$ cat src/rtl/pulse_blinker_pkg.sv
// Shared types and helpers for the pulse_blinker LED blink generator.
// Holds the blink FSM state type and the dwell-timer width calculation.
// Import with: import pulse_blinker_pkg::*;
package pulse_blinker_pkg;

  typedef enum logic [1:0] {
    IDLE = 2'd0,
    ON   = 2'd1,
    GAP  = 2'd2
  } blink_state_t;

  // Timer must count 0..max(on,off)-1. A one-cycle dwell would give a
  // zero-width timer, so the width is floored at one bit.
  function automatic int timer_width(input int on_cycles, input int off_cycles);
    int m;
    m = (on_cycles > off_cycles) ? on_cycles : off_cycles;
    return (m <= 1) ? 1 : $clog2(m);
  endfunction

endpackage

$ cat src/rtl/sat_updown_counter.sv
// Saturating up/down counter holding the number of queued blink requests.
// Ports: clk, rst (async, active-high), inc, dec -> count, drop.
// Latency: count updates on the clock after inc/dec; drop is a registered
// one-cycle pulse in the cycle after an increment was refused at MAX.
module sat_updown_counter #(
  parameter int MAX = 7
) (
  input  logic                       clk,
  input  logic                       rst,
  input  logic                       inc,
  input  logic                       dec,
  output logic [$clog2(MAX+1)-1:0]   count,
  output logic                       drop
);

  localparam int W = $clog2(MAX + 1);

  logic full;
  assign full = (count == W'(MAX));

  always_ff @(posedge clk or posedge rst) begin
    if (rst) begin
      count <= '0;
      drop  <= 1'b0;
    end else begin
      // inc and dec together cancel, including at zero (the incoming request
      // is consumed directly) and at MAX (a slot frees as one arrives).
      drop <= inc && !dec && full;
      if (inc && !dec && !full) begin
        count <= count + W'(1);
      end else if (dec && !inc && (count != '0)) begin
        count <= count - W'(1);
      end
    end
  end

endmodule

$ cat src/rtl/pulse_blinker.sv
// Turns single-cycle event pulses into human-visible LED blinks: each event
// yields ON_CYCLES of LED on then at least OFF_CYCLES off; events arriving
// mid-blink queue in a saturating counter (excess events flagged on overflow).
// Ports: clk, rst (async, active-high), event_pulse -> led, busy, pending, overflow.
// Build option: define LED_ACTIVE_LOW_EN to drive led low while ON.
module pulse_blinker
  import pulse_blinker_pkg::*;
#(
  parameter int ON_CYCLES   = 15,
  parameter int OFF_CYCLES  = 15,
  parameter int MAX_PENDING = 7
) (
  input  logic                               clk,
  input  logic                               rst,
  input  logic                               event_pulse,
  output logic                               led,
  output logic                               busy,
  output logic [$clog2(MAX_PENDING+1)-1:0]   pending,
  output logic                               overflow
);

  localparam int TW = timer_width(ON_CYCLES, OFF_CYCLES);
  localparam logic [TW-1:0] ON_LAST  = TW'(ON_CYCLES - 1);
  localparam logic [TW-1:0] OFF_LAST = TW'(OFF_CYCLES - 1);

  blink_state_t  state_q, state_d;
  logic [TW-1:0] timer_q;
  logic          start;
  logic          request;
  logic          led_on;

  // A request is either something already queued or an event this cycle.
  assign request = (pending != '0) || event_pulse;
  assign start    = ((state_q == IDLE) ||
                     ((state_q == GAP) && (timer_q == OFF_LAST))) && request;

  always_comb begin
    state_d = state_q;
    case (state_q)
      IDLE: if (start) state_d = ON;
      ON:   if (timer_q == ON_LAST) state_d = GAP;
      GAP: begin
        if (start)                      state_d = ON;
        else if (timer_q == OFF_LAST)   state_d = IDLE;
      end
      default: state_d = IDLE;
    endcase
  end

  // Timer free-runs and restarts on every state change; only its value in
  // ON and GAP matters, so wrapping while IDLE is harmless.
  always_ff @(posedge clk or posedge rst) begin
    if (rst) begin
      state_q <= IDLE;
      timer_q <= '0;
    end else begin
      state_q <= state_d;
      timer_q <= (state_d != state_q) ? '0 : timer_q + TW'(1);
    end
  end

  sat_updown_counter #(
    .MAX (MAX_PENDING)
  ) u_pending (
    .clk   (clk),
    .rst   (rst),
    .inc   (event_pulse),
    .dec   (start),
    .count (pending),
    .drop  (overflow)
  );

  // Outputs decode straight from the state register: no input-to-pin path.
  assign led_on = (state_q == ON);
  assign busy   = (state_q != IDLE);

`ifdef LED_ACTIVE_LOW_EN
  assign led = ~led_on;
`else
  assign led = led_on;
`endif

endmodule

$ cat config.mk
export PLATFORM = sky130hd
export DESIGN_NAME = pulse_blinker
export DESIGN_NICKNAME = d
export VERILOG_FILES = /design/src/rtl/pulse_blinker_pkg.sv /design/src/rtl/sat_updown_counter.sv /design/src/rtl/pulse_blinker.sv
export SDC_FILE = /design/constraint.sdc
export NUM_CORES = 1
export LEC_CHECK = 0
export BUFFER_PORTS_ARGS = -buffer_cell sky130_fd_sc_hd__buf_2
export CAP_MARGIN = 20
export CORE_MARGIN = 2
export CORE_UTILIZATION = 48
export CTS_BUF_LIST = sky130_fd_sc_hd__clkbuf_16
export CTS_CLUSTER_SIZE = 10
export DETAILED_ROUTE_END_ITERATION = 8
export MAX_ROUTING_LAYER = met4
export PLACE_DENSITY_LB_ADDON = 0.25
export SLEW_MARGIN = 25
export SYNTH_ARGS = -nofsm -noshare
export SYNTH_HDL_FRONTEND = slang
export SYNTH_SLANG_ARGS = --single-unit
$ cat constraint.sdc
create_clock -name clk -period 2.1 [get_ports clk]
set_input_delay 0 -clock clk [delete_from_list [all_inputs] [get_ports clk]]
set_output_delay 0 -clock clk [all_outputs]
set_load 0.05 [all_outputs]
; ---- Word-level counts from Yosys, hierarchy flattened
; Cells that the tools add are included.
[totals]
in_bits = 3
output_inout_bits = 6
register_bits = 10
word_cells = 36
[classes]
n_mux = 8
n_eq_ne = 5
add_sub_neg = 3
reduce_logical = 16
[ops]
columns = operator, count
row1 = 2-bit two-way mux, 4
row2 = 1-bit logical AND, 7
row3 = 3-bit two-way mux, 2
row4 = 2-bit one-hot mux with 3 select lines, 1
row5 = "4-bit by 1-bit adder with 4-bit output, second input constant", 1
row6 = "4-bit == test, second input constant", 1
row7 = 4-bit two-way mux, 1
row8 = 2-bit nonzero test, 2
row9 = "3-bit by 1-bit adder with 3-bit output, second input constant", 1
row10 = "3-bit == test, second input constant", 1
row11 = 1-bit zero test, 3
row12 = 3-bit nonzero test, 1
row13 = "3-bit by 1-bit subtractor with 3-bit output, second input constant", 1
row14 = "2-bit by 1-bit == test with 1-bit output, second input constant", 1
row15 = "2-bit == test, second input constant", 1
row16 = 2-bit zero test, 1
row17 = 1-bit logical OR, 2
row18 = 2-bit inequality test, 1

; ---- Logic depth before layout (Yosys ltp)
; Gate-level depths: netlist of the first run.
[logic_depth]
depth_word = 8
depth_mapped = 11

; ---- Hierarchy
; A second synthesis of the first run with hierarchy kept.
[hier_totals]
hier_cells = 61
hier_area_um2 = 631.9
[by_module_without_submodules]
columns = module, cells_each, n_inst, area_each_um2, seq_area_each_um2
row1 = pulse_blinker, 29, 1, 324.1, 150.1
row2 = sat_updown_counter, 32, 1, 307.8, 100.1

; ---- Worst setup path before layout of the first run
; No wires, ideal clock.
[synth_timing]
kind = register -> register
from = register timer_q[0]
to = register u_pending.count[2]
arrival_time_ns = 2.128
path_stages_with_launch = 11
path_buffers = 1
path_slack_ns = -0.121
path_cell_list = dfrtp_1 -> inv_1 -> ha_1 -> nand4b_2 -> and2_4 -> buf_6 -> nand3_1 -> fa_1 -> and2_1 -> a31o_1 -> a221oi_2
[synth_between]
elab_chain_len = 8
[synth_rtl]
columns = element, line
row1 = start: declaration, pulse_blinker.sv:27  ; logic [TW-1:0] timer_q;
row2 = start signal: assignment, pulse_blinker.sv:58  ; timer_q <= (state_d != state_q) ? '0 : timer_q + TW'(1);
row3 = 4-bit == test (*), pulse_blinker.sv:35  ; ((state_q == GAP) && (timer_q == OFF_LAST))) && request;
row4 = 1-bit logical AND (*), pulse_blinker.sv:35
row5 = 1-bit logical OR (*), pulse_blinker.sv:34  ; assign start = ((state_q == IDLE) ||
row6 = 1-bit logical AND (*), pulse_blinker.sv:35
row7 = 1-bit zero test, sat_updown_counter.sv:29  ; if (inc && !dec && !full) begin
row8 = 1-bit logical AND (2 in a row), sat_updown_counter.sv:29
row9 = 3-bit two-way mux / 2-bit nonzero test (equally long branches), -
row10 = end signal: assignment, sat_updown_counter.sv:30  ; count <= count + W'(1);
row11 = end signal: assignment, sat_updown_counter.sv:32  ; count <= count - W'(1);
row12 = end: declaration, sat_updown_counter.sv:12  ; output logic [$clog2(MAX+1)-1:0] count,
; Mark *: on every way between the ends. The rest lies on a longest branch, timed or not.
; A chain may end at the register's enable or synchronous reset.

; ---- Worst setup path after layout of the first run
[layout_timing]
from = register timer_q[1]
to = register u_pending.count[1]
; Same word-level chain as after synthesis.

==> results of run 1 <==
-- cells by family after synthesis --
logic type	share of synthesized area, %
AND/OR/NAND/NOR	21.43
AO/OA/AOI/OAI	21.24
buffers and inverters	9.023
flip-flops	37.59
XOR/XNOR	3.948
adder cells (fa/ha/maj)	6.766
-- power groups by stage --
stage | clock (mW) | combinational [mW] | sequential [mW]
2_1_floorplan | 0 | 0.538 | 0.473
3_3_place_gp | 0 | 0.778 | 0.369
3_5_place_dp | 0 | 0.806 | 0.379
4_1_cts | 0.336 | 0.826 | 0.380
5_1_grt | 0.348 | 1.02 | 0.395
6_report | 0.331 | 0.931 | 0.385
-- metal layers --
metal  up-vias  global-route usage, %  share of wire (%)
met2        14                  30.86                 50
met3         4                  5.435                3.1
li1        286                      -                  -
met1       279                  25.50                 45
met5         -                      -                  0
met4         0                  11.29                1.7
-- registers in the layout (all words and copies together) (netlist names) --
register / cells
timer_q: 4
u_pending.count: 3
state_q: 2
u_pending.drop: 1
-- placed cells by master (no fill, tap or decap), types with 2 or more instances in the layout --
cell / count
a21oi_1: 2
o21ai_0: 2
a211oi_1: 2
nand3_1: 3
buf_2: 8
dfrtp_1: 8
nor2_1: 7
nand2_1: 2
inv_2: 2
nor3_1: 2
buf_4: 8
inv_1: 5
xnor2_1: 2
dfrtp_2: 2
clkbuf_16: 3
-- cells in the mapped netlist, types with 2 or more instances --
master    instances  area share [%]
ha_1              2             3.8
xnor2_1           2             2.6
clkbuf_1          2             1.1
a21oi_1           3             2.3
nor3_1            2             1.5
nor2_1            7             3.9
nand2_1           2             1.1
buf_6             2             3.4
inv_1             7             3.9
dfrtp_1          10              38
nand3_1           4             3.0
a211oi_1          2             2.3
o21ai_0           2             1.5
-- repair_timing --
item	in CTS	in global routing
setup buffers	0	2
endpoints found under the setup margin	0	2
hold buffers	1	0
endpoints found under the hold margin	10	0
resized for setup	0	6
-- cell type report --
class                      instances  area, sq um  share of cell area, %
inverter                           7        26.28                  2.945
clock buffer                       3        75.07                  8.415
tap                               15        18.77                  2.104
sequential                        10        252.7                  28.33
multi-input combinational         49        409.1                  45.86
timing repair buffer              17        110.1                  12.34
-- worst max-delay path, stage by stage, from the launching register on --
cell and delay, ps:
dfrtp_1 410, ha_4 190, nand4b_4 90, and2_4 160, nand3_4 70, fa_2 600, inv_2 50, a21oi_2 110
o32ai_2 100, a311oi_2 240
-- final timing paths --
kind | start | depth (start not counted) | endpoint | slack [ps]
setup / recovery | timer_q[1] | 9 | u_pending.count[1] | -20
hold / removal | event_pulse | 3 | u_pending.drop | 160
setup reg to reg | timer_q[1] | 9 | u_pending.count[1] | -20
hold reg to reg | state_q[1] | 1 | state_q[0] | 530
max in group asynchronous | rst | 3 | u_pending.count[2] | 1520
min in group asynchronous | rst | 3 | timer_q[2] | 280
==> insert_results.sql, run 1 <==
INSERT INTO impl_metrics (metric_group, metric, value, unit) VALUES
('drt', 'wl_per_cell', '15.04', 'um'),
('setup_path', 'cp.required', '2240', 'ps'),
('layout', 'num-fill-cells', '97', ''),
('sta', 'rsz_0062_raised_after_global_routing', 'true', ''),
('power_and_ir_drop', 'p_leak', '0.4223', 'nW'),
('setup_path', 'kind_of_end_point_of_the_critical_path', 'register', ''),
('placed_design', 'placed_cells_incl_taps', '95', ''),
('placed_design', 'gp_routability_congestion', '0.7026', ''),
('sta', 'final_critical_path_setup_slack', '-16.81', 'ps'),
('sta', 'largest_clock_skew_in_the_final_design', '0.7478', 'ps'),
('floorplanning', 'core-area', '1301', 'sq um'),
('cts', 'tritoncts.num_buffers', '3', ''),
('drt', 'routed_via_density', '5.772', ''),
('global_routing', 'largest_net_degree_at_the_start_of_global_routing', '16', ''),
('floorplanning', 'die-height', '41.24', 'um'),
('drt', 'detailedRoute.firstPassIterationCount', '4', ''),
('cts', 'clock_sink_count', '10', ''),
('worst_hold_path', 'hold_path_class', 'in2reg', ''),
('synth', 'syn-cell-area', '665.6', 'sq um'),
('synth', 'synth.distinct_cells', '37', ''),
('cts', 'cts_tree', 'yes', ''),
('sta', 'finalWorstPathRequiredPeriod', '2117', 'ps'),
('floorplanning', 'initial_core_utilization', '51.15', '%'),
('power_and_ir_drop', 'power.sequential.fraction', '23.4', '%'),
('cts', 'cts.htree.levels', '1', ''),
('synth', 'syn_area_per_cell', '9.375', 'sq um'),
('cts', 'clkLatencyLatePin', '230', 'ps'),
('global_routing', 'vias_in_the_first_global_route', '503', ''),
('power_and_ir_drop', 'comb_power_share', '56.5', '%'),
('placed_design', 'number_of_input_and_output_port_buffers_inserted', '8', ''),
('synth', 'synth_ff_type', 'dfrtp_1', ''),
('setup_path', 'critical_path_arrival', '2260', 'ps'),
('drt', 'postRouteAntennaNets', '0', ''),
('run_status', 'failed_checks', 'negative setup slack', ''),
('floorplanning', 'num_rows', '13', ''),
('power_and_ir_drop', 'sw_frac_of_total', '44.07', '%'),
('layout', 'finished_core_util', '68.56', '%'),
('setup_path', 'worst-setup-path-type', 'reg2reg', ''),
('power_and_ir_drop', 'p_per_area', '1847', 'nW/um^2'),
('cts', 'cts.clk_slew.worst_paths', '40', 'ps'),
('sta', 'whs', '156.9', 'ps'),
('floorplanning', 'die_w', '41.24', 'um'),
('layout', 'finish.net_count', '94', ''),
('synth', 'number_of_flip_flops_and_latches_in_the_synthesized_netlist', '10', ''),
('job', 'max-cap-violations', '0', ''),
('synth', 'number_of_enable_type_register_cells_in_the_synthesized_netlist', '0', ''),
('drt', 'detail_route.iter0.violations', '12', ''),
('cts', 'cts.root.buffer_cell', 'clkbuf_16', ''),
('synth', 'synth_nets', '77', ''),
('global_routing', 'globalRoute.totalOverflow', '0', ''),
('power_and_ir_drop', 'power', '1.648', 'mW'),
('power_and_ir_drop', 'clockPowerShare', '20.1', '%'),
('synth', 'yosysSeqAreaShare', '37.59', '%'),
('sta', 'setup-tns-final', '-16.81', 'ps'),
('drt', 'drc_errors', '0', ''),
('layout', 'final_area', '892.1', 'sq um'),
('synth', 'syn_inst', '71', ''),
('placed_design', 'post_dp_cell_area', '757.0', 'sq um'),
('power_and_ir_drop', 'p_sw', '726.2', 'uW'),
('layout', 'share_of_post_route_cells_with_drive_strength_above_1', '39.53', '%'),
('sta', 'finalSetupViolCount', '1', ''),
('sta', 'fmax', '472.4', 'MHz'),
('layout', 'antenna_cells', '0', ''),
('layout', 'syn2layout_area_growth', '34.02', '%'),
('sta', 'timing.final.max_slew_violations', '0', ''),
('power_and_ir_drop', 'vdd_ir_drop_max', '0.8622', 'mV'),
('sta', 'worst_slew_pin_tran', '384.4', 'ps'),
('drt', 'vias', '583', ''),
('placed_design', 'place.detailed.hpwl', '993', 'um'),
('run_status', 'status', 'finished with violations', ''),
('sta', 'slew_headroom', '74.35', '%');
(Power assumes the default switching activity.)
==> inputs of run 2 (changes only) <==
--- a/config.mk
+++ b/config.mk
@@ -5,6 +5,7 @@
 export SDC_FILE = /design/constraint.sdc
 export NUM_CORES = 1
 export LEC_CHECK = 0
+export ABC_CLOCK_PERIOD_IN_PS = 2100
 export BUFFER_PORTS_ARGS = -buffer_cell sky130_fd_sc_hd__buf_2
 export CAP_MARGIN = 20
 export CORE_MARGIN = 2
@@ -14,6 +15,7 @@
 export DETAILED_ROUTE_END_ITERATION = 8
 export MAX_ROUTING_LAYER = met4
 export PLACE_DENSITY_LB_ADDON = 0.25
+export REMOVE_ABC_BUFFERS = 1
 export SLEW_MARGIN = 25
 export SYNTH_ARGS = -nofsm -noshare
 export SYNTH_HDL_FRONTEND = slang
==> constraint.sdc (replaced) <==
create_clock -name clk -period 2.1 [get_ports clk]
set_input_delay 0.21 -clock clk [delete_from_list [all_inputs] [get_ports clk]]
set_output_delay 0.21 -clock clk [all_outputs]
set_load 0.05 [all_outputs]
==> run 2 against run 1 <==
  * The run now ends clean
  * Maximum frequency increased by 3.8%
  * Sequential share of layout area decreased by 0.16 points
  * Clock skew rose by 1.5 ps
  * Register-to-register slack gained 80 ps
  * Critical path depth up 1
  * Cell count increased by 3.0%
==> insert_results.sql, run 2 (synthesis results as in run 1) <==
INSERT INTO impl_metrics (metric_group, metric, value, unit) VALUES
('run_status', 'status', 'finished clean', ''),
('sta', 'finalSetupViolCount', '0', ''),
('global_routing', 'largest_net_degree_at_the_start_of_global_routing', '16', ''),
('cts', 'cts.htree.levels', '1', ''),
('global_routing', 'vias_in_the_first_global_route', '480', ''),
('worst_hold_path', 'hold_path_class', 'in2reg', ''),
('placed_design', 'number_of_input_and_output_port_buffers_inserted', '8', ''),
('cts', 'cts.clk_slew.worst_paths', '40', 'ps'),
('drt', 'wl_per_cell', '13.22', 'um'),
('setup_path', 'worst-setup-path-type', 'reg2reg', ''),
('drt', 'sum_of_routed_wire_length_over_all_layers', '1.375', 'mm'),
('layout', 'antenna_cells', '0', ''),
('floorplanning', 'core-area', '1301', 'sq um'),
('power_and_ir_drop', 'p_leak', '0.4352', 'nW'),
('layout', 'layout.cells.most_common', 'buf_4', ''),
('layout', 'top_register', 'timer_q', ''),
('placed_design', 'post_dp_cell_area', '765.7', 'sq um'),
('job', 'max-cap-violations', '0', ''),
('global_routing', 'globalRoute.totalOverflow', '0', ''),
('sta', 'setup-tns-final', '0', 'ps'),
('placed_design', 'detailedPlace.worstSlack', '-8.089', 'ps'),
('sta', 'timing.final.max_slew_violations', '0', ''),
('sta', 'rsz_0062_raised_after_global_routing', 'true', ''),
('placed_design', 'placed_cells_incl_taps', '99', ''),
('placed_design', 'gp_routability_congestion', '0.7759', ''),
('sta', 'worst_slew_pin_tran', '369.2', 'ps'),
('layout', 'share_of_post_route_cells_with_drive_strength_above_1', '37.08', '%'),
('drt', 'drc_errors', '0', ''),
('layout', 'final_area', '888.4', 'sq um'),
('sta', 'final_hold_viol_count', '0', ''),
('global_routing', 'global_route_wire_length_before_repair', '2.042', 'mm'),
('cts', 'cts_tree', 'yes', ''),
('sta', 'final_critical_path_setup_slack', '59.83', 'ps'),
('layout', 'syn2layout_area_growth', '33.46', '%'),
('cts', 'cts.root.buffer_cell', 'clkbuf_16', ''),
('power_and_ir_drop', 'sw_frac_of_total', '42.47', '%'),
('sta', 'fmax', '490.2', 'MHz'),
('power_and_ir_drop', 'power.sequential.fraction', '21.6', '%'),
('floorplanning', 'num_rows', '13', ''),
('setup_path', 'startpoint_type_of_the_worst_setup_path', 'register', ''),
('sta', 'largest_clock_skew_in_the_final_design', '2.274', 'ps'),
('floorplanning', 'initial_core_utilization', '51.15', '%'),
('power_and_ir_drop', 'intPower', '927.1', 'uW'),
('drt', 'detailedRoute.firstPassIterationCount', '4', ''),
('layout', 'largest_registers', 'timer_q: 4 flops, u_pending.count: 3 flops, state_q: 2 flops', ''),
('global_routing', 'gr-usage-all-layers', '19.79', '%'),
('global_routing', 'grt_antenna_before_repair', '0', ''),
('setup_path', 'kind_of_end_point_of_the_critical_path', 'register', ''),
('cts', 'clock_sink_count', '10', ''),
('sta', 'finalWorstPathRequiredPeriod', '2040', 'ps'),
('setup_path', 'critical_path_arrival', '2180', 'ps'),
('power_and_ir_drop', 'p_per_area', '1814', 'nW/um^2'),
('sta', 'final_min_period_over_clock_period', '97.15', '%'),
('drt', 'postRouteAntennaNets', '0', ''),
('placed_design', 'place.detailed.hpwl', '975.9', 'um'),
('layout', 'mostFrequentLayoutCells', 'buf_4 (11), dfrtp_1 (10), buf_2 (8)', ''),
('drt', 'routed_via_density', '5.587', ''),
('sta', 'slew_headroom', '75.36', '%'),
('cts', 'clkLatencyLatePin', '230', 'ps'),
('power_and_ir_drop', 'p_sw', '684.5', 'uW'),
('floorplanning', 'die-height', '41.24', 'um'),
('drt', 'detail_route.iter0.violations', '3', ''),
('power_and_ir_drop', 'vdd_ir_drop_max', '0.8901', 'mV'),
('setup_path', 'crit_path_max_fanout', '2', ''),
('layout', 'post_layout_nonfiller_instances', '104', ''),
('floorplanning', 'floorplan.die_area', '1701', 'sq um'),
('layout', 'largest_register_ffs', '4', ''),
('cts', 'tritoncts.num_buffers', '3', ''),
('drt', 'vias', '581', ''),
('power_and_ir_drop', 'comb_power_share', '58.3', '%'),
('power_and_ir_drop', 'power', '1.612', 'mW'),
('cts', 'max-clock-path-buffers', '2', ''),
('floorplanning', 'io_pins', '9', ''),
('setup_path', 'cp.required', '2240', 'ps'),
('power_and_ir_drop', 'clockPowerShare', '20.1', '%'),
('layout', 'finish.net_count', '97', ''),
('floorplanning', 'die_w', '41.24', 'um');
==> run 2: what timing repair did <==
item / in CTS / in global routing
gates resized for setup: 1 / 6
hold endpoints to repair: 10 / 0
hold buffers: 1 / 0
setup endpoints to repair: 1 / 2
pin swaps: 1 / 3
setup buffers: 0 / 1
gates cloned: 0 / 0
==> run 2: final timing paths <==
kind / startpoint / end / slack [ps] / cells past startpoint
worst min register to register: timer_q[0] / timer_q[0] / 520 / 2
worst max-delay path: timer_q[0] / u_pending.count[1] / 60 / 10
max in group asynchronous: rst / timer_q[0] / 1330 / 3
worst min-delay path: event_pulse / u_pending.drop / 330 / 3
min in group asynchronous: rst / state_q[0] / 500 / 3
worst max register to register: timer_q[0] / u_pending.count[1] / 60 / 10
==> run 2: through the flow <==
| stage | utilization, % | hold slack, ps |
|---|---|---|
| global route | 68.27 | 354.7 |
| CTS | 65.58 | 314.3 |
| floorplan | - | 50.18 |
| global placement | 58.85 | 199.1 |
| detailed placement | 58.85 | 199.9 |
| finish | 68.27 | 334.6 |
==> run 2: per-layer routing <==
metal / wire, um / part of all wire (%) / up-vias / GRT usage (%)
met5: 0 / 0 / - / -
met4: 0 / 0 / 0 / 2.419
met3: 60 / 4.4 / 0 / 9.783
met2: 615 / 45 / 9 / 28.52
met1: 699 / 51 / 274 / 25.67
li1: - / - / 298 / -
==> run 2: power groups by stage <==
stage / Combinational, mW / Clock, mW / Sequential (mW)
final: 0.940 / 0.324 / 0.348
after global routing: 1.03 / 0.344 / 0.359
after CTS: 0.852 / 0.330 / 0.341
after detailed placement: 0.840 / 0 / 0.341
after global placement: 0.824 / 0 / 0.341
after floorplan: 0.444 / 0 / 0.488
==> run 2: area by class of cell <==
cell class / instances / area [sq um]
multi-input combinational: 49 / 385.4
inverter: 7 / 26.28
tap: 15 / 18.77
clock buffer: 3 / 75.07
fill: 104 / 412.9
sequential: 10 / 250.2
timing repair buffer: 20 / 132.6
==> run 2: critical path, cell delays in order, from the launching register on <==
cell      delay (ps)
dfrtp_1          330
inv_1             40
ha_2             200
nand4b_4         100
and2_4           150
nand3_2           80
fa_2             570
inv_2             50
a21oi_2          100
o32ai_2           80
a311oi_1         240
==> inputs of run 3 (changes only) <==
--- a/config.mk
+++ b/config.mk
@@ -6,13 +6,13 @@
 export NUM_CORES = 1
 export LEC_CHECK = 0
 export ABC_CLOCK_PERIOD_IN_PS = 2100
-export BUFFER_PORTS_ARGS = -buffer_cell sky130_fd_sc_hd__buf_2
 export CAP_MARGIN = 20
-export CORE_MARGIN = 2
-export CORE_UTILIZATION = 48
+export CORE_AREA = 2 2 39 41
 export CTS_BUF_LIST = sky130_fd_sc_hd__clkbuf_16
 export CTS_CLUSTER_SIZE = 10
 export DETAILED_ROUTE_END_ITERATION = 8
+export DIE_AREA = 0 0 41 43
+export DONT_BUFFER_PORTS = 1
 export MAX_ROUTING_LAYER = met4
 export PLACE_DENSITY_LB_ADDON = 0.25
 export REMOVE_ABC_BUFFERS = 1
==> run 3 against run 2 <==
  * Cell count shrank 5.8%
  * Hold slack lost 240 ps
  * Sequential power grew 2%
  * Largest power group unchanged
==> insert_results.sql, run 3 (synthesis results as in run 1) <==
INSERT INTO impl_metrics (metric_group, metric, value, unit) VALUES
('run_status', 'status', 'finished clean', ''),
('cts', 'cts.clk_slew.worst_paths', '40', 'ps'),
('power_and_ir_drop', 'p_per_area', '1836', 'nW/um^2'),
('setup_path', 'timing.reg2reg.worst_path_depth', '9', ''),
('worst_hold_path', 'hold_path_class', 'in2reg', ''),
('layout', 'post_layout_nonfiller_instances', '98', ''),
('power_and_ir_drop', 'p_sw', '648.9', 'uW'),
('power_and_ir_drop', 'intPower', '892.2', 'uW'),
('drt', 'postRouteAntennaNets', '0', ''),
('layout', 'largest_registers', 'timer_q: 4 flops, u_pending.count: 3 flops, state_q: 2 flops', ''),
('sta', 'whs', '89.99', 'ps'),
('sta', 'worst_slew_pin_tran', '442.5', 'ps'),
('drt', 'detail_route.iter0.violations', '10', ''),
('drt', 'drc_errors', '0', ''),
('power_and_ir_drop', 'power.sequential.fraction', '23.0', '%'),
('cts', 'cts.root.buffer_cell', 'clkbuf_16', ''),
('drt', 'detailedRoute.firstPassIterationCount', '4', ''),
('global_routing', 'largest_net_degree_at_the_start_of_global_routing', '16', ''),
('sta', 'final_min_period_over_clock_period', '98.16', '%'),
('power_and_ir_drop', 'p_leak', '0.3969', 'nW'),
('drt', 'wl_per_cell', '13.04', 'um'),
('sta', 'final_critical_path_setup_slack', '38.63', 'ps'),
('cts', 'cts.htree.levels', '1', ''),
('drt', 'sum_of_routed_wire_length_over_all_layers', '1.278', 'mm'),
('power_and_ir_drop', 'vdd_ir_drop_max', '1.022', 'mV'),
('worst_hold_path', 'min-delay-start', 'event_pulse', ''),
('setup_path', 'slowest_cell_delay_on_critical_path', '580', 'ps'),
('placed_design', 'number_of_input_and_output_port_buffers_inserted', '0', ''),
('placed_design', 'detailedPlace.worstSlack', '-21.36', 'ps'),
('layout', 'finish.net_count', '89', ''),
('layout', 'mostFrequentLayoutCells', 'buf_4 (11), dfrtp_1 (10), nor2_1 (7)', ''),
('setup_path', 'critical_path_arrival', '2190', 'ps'),
('global_routing', 'vias_in_the_first_global_route', '532', ''),
('setup_path', 'cp.required', '2230', 'ps'),
('job', 'max-cap-violations', '0', ''),
('floorplanning', 'num_rows', '14', ''),
('setup_path', 'path_cells', 'ha_2, nand4b_2, and2_4, nand3_2, fa_2, inv_2, a21oi_2, o32ai_1, a311oi_1', ''),
('layout', 'finished_core_util', '60.67', '%'),
('sta', 'final_hold_viol_count', '0', ''),
('setup_path', 'critical_path.n_buffers_inverters', '1', ''),
('global_routing', 'global_route_wire_length_before_repair', '2.201', 'mm'),
('layout', 'share_of_post_route_cells_with_drive_strength_above_1', '30.49', '%'),
('global_routing', 'grt_antenna_before_repair', '0', ''),
('sta', 'largest_clock_skew_in_the_final_design', '4.939', 'ps'),
('drt', 'vias', '551', ''),
('setup_path', 'timing.rr.start', 'timer_q[1]', ''),
('layout', 'layout.cells.most_common', 'buf_4', ''),
('global_routing', 'globalRoute.totalOverflow', '0', ''),
('setup_path', 'r2r-end', 'u_pending.count[1]', ''),
('setup_path', 'crit_path_max_fanout', '3', ''),
('cts', 'cts_tree', 'yes', ''),
('floorplanning', 'initial_core_utilization', '48.10', '%'),
('placed_design', 'place.detailed.hpwl', '949.8', 'um'),
('sta', 'timing.final.max_slew_violations', '0', ''),
('cts', 'clock_sink_count', '10', ''),
('floorplanning', 'io_pins', '9', ''),
('layout', 'largest_register_ffs', '4', ''),
('placed_design', 'placed_cells_incl_taps', '92', ''),
('power_and_ir_drop', 'sw_frac_of_total', '42.10', '%'),
('sta', 'fmax', '485.1', 'MHz'),
('setup_path', 'slowest_stage', 'fa_2', ''),
('layout', 'syn2layout_area_growth', '26.13', '%'),
('worst_hold_path', 'hold-path-cell-count', '1', ''),
('power_and_ir_drop', 'clockPowerShare', '22.0', '%'),
('floorplanning', 'floorplan.die_area', '1763', 'sq um'),
('sta', 'slew_headroom', '70.52', '%'),
('placed_design', 'gp_routability_congestion', '0.7312', ''),
('sta', 'finalSetupViolCount', '0', ''),
('cts', 'tritoncts.num_buffers', '3', ''),
('sta', 'setup-tns-final', '0', 'ps'),
('setup_path', 'worst_path_top_cell_family_by_delay', 'adder cells', ''),
('layout', 'top_register', 'timer_q', ''),
('setup_path', 'startpoint_type_of_the_worst_setup_path', 'register', ''),
('layout', 'antenna_cells', '0', ''),
('global_routing', 'gr-usage-all-layers', '19.85', '%'),
('setup_path', 'kind_of_end_point_of_the_critical_path', 'register', ''),
('worst_hold_path', 'min_to', 'u_pending.count[1]', ''),
('power_and_ir_drop', 'comb_power_share', '55.0', '%'),
('cts', 'max-clock-path-buffers', '2', ''),
('setup_path', 'ff2ff_setup_slack', '40', 'ps'),
('setup_path', 'worst-setup-path-type', 'reg2reg', ''),
('cts', 'clkLatencyLatePin', '240', 'ps'),
('sta', 'finalWorstPathRequiredPeriod', '2061', 'ps'),
('drt', 'routed_via_density', '5.622', ''),
('floorplanning', 'die_w', '41', 'um'),
('floorplanning', 'die-height', '43', 'um'),
('sta', 'rsz_0062_raised_after_global_routing', 'true', ''),
('floorplanning', 'core-area', '1384', 'sq um');
-- run 3: cell types whose count changed in the layout (fill, tap and decap cells not counted) --
cell / change
buf_2: -8
and2_1: -1
and2_4: +1
clkinv_1: +1
nand4b_2: +1
nand4b_4: -1
o32ai_1: +1
o32ai_2: -1
-- run 3: through the flow --
step | power [mW] | cell area, sq um
floorplan | 0.9323 | 631.9
global placement | 1.122 | 726.9
detailed placement | 1.141 | 726.9
CTS | 1.485 | 815.8
global route | 1.666 | 839.6
finish | 1.541 | 839.6
-- run 3: how the worst max path moves through the flow --
stage	from	to	slack [ps]	cells after the start
2_1_floorplan	state_q[0]	u_pending.count[2]	-320	7
3_3_place_gp	timer_q[0]	u_pending.count[1]	30	10
3_5_place_dp	timer_q[0]	u_pending.count[1]	-20	10
4_1_cts	timer_q[0]	u_pending.count[1]	10	10
5_1_grt	timer_q[0]	u_pending.count[1]	-90	10
6_report	timer_q[1]	u_pending.count[1]	40	9
-- run 3: cell type report --
class / instances / area, sq um
inverter: 7 / 26.28
clock buffer: 3 / 75.07
multi-input combinational: 49 / 371.6
sequential: 10 / 250.2
clock inverter: 1 / 3.754
timing repair buffer: 12 / 92.59
tap: 16 / 20.02
fill: 112 / 544.3
-- run 3: what timing repair did --
action,4_1_cts,5_1_grt
resized for setup,0,6
gates cloned,0,0
endpoints found under the setup margin,1,2
endpoints found under the hold margin,10,0
setup buffers,0,1
pin swaps,1,4
hold buffers,1,0
-- run 3: power by group through the flow --
stage               clock (mW)  combinational (mW)  sequential (mW)
floorplan                    0               0.444            0.488
global placement             0               0.767            0.355
detailed placement           0               0.784            0.357
CTS                      0.343               0.787            0.355
global route             0.357               0.943            0.366
finish                   0.340               0.848            0.354
-- run 3: layer usage --
layer,share of wire (%),vias to the layer above,routed length (um),global-route usage (%)
li1,-,281,-,-
met4,3.3,0,42,14.00
met2,48,14,615,27.50
met1,45,251,570,22.59
met5,0,-,0,-
met3,3.8,5,49,7.330
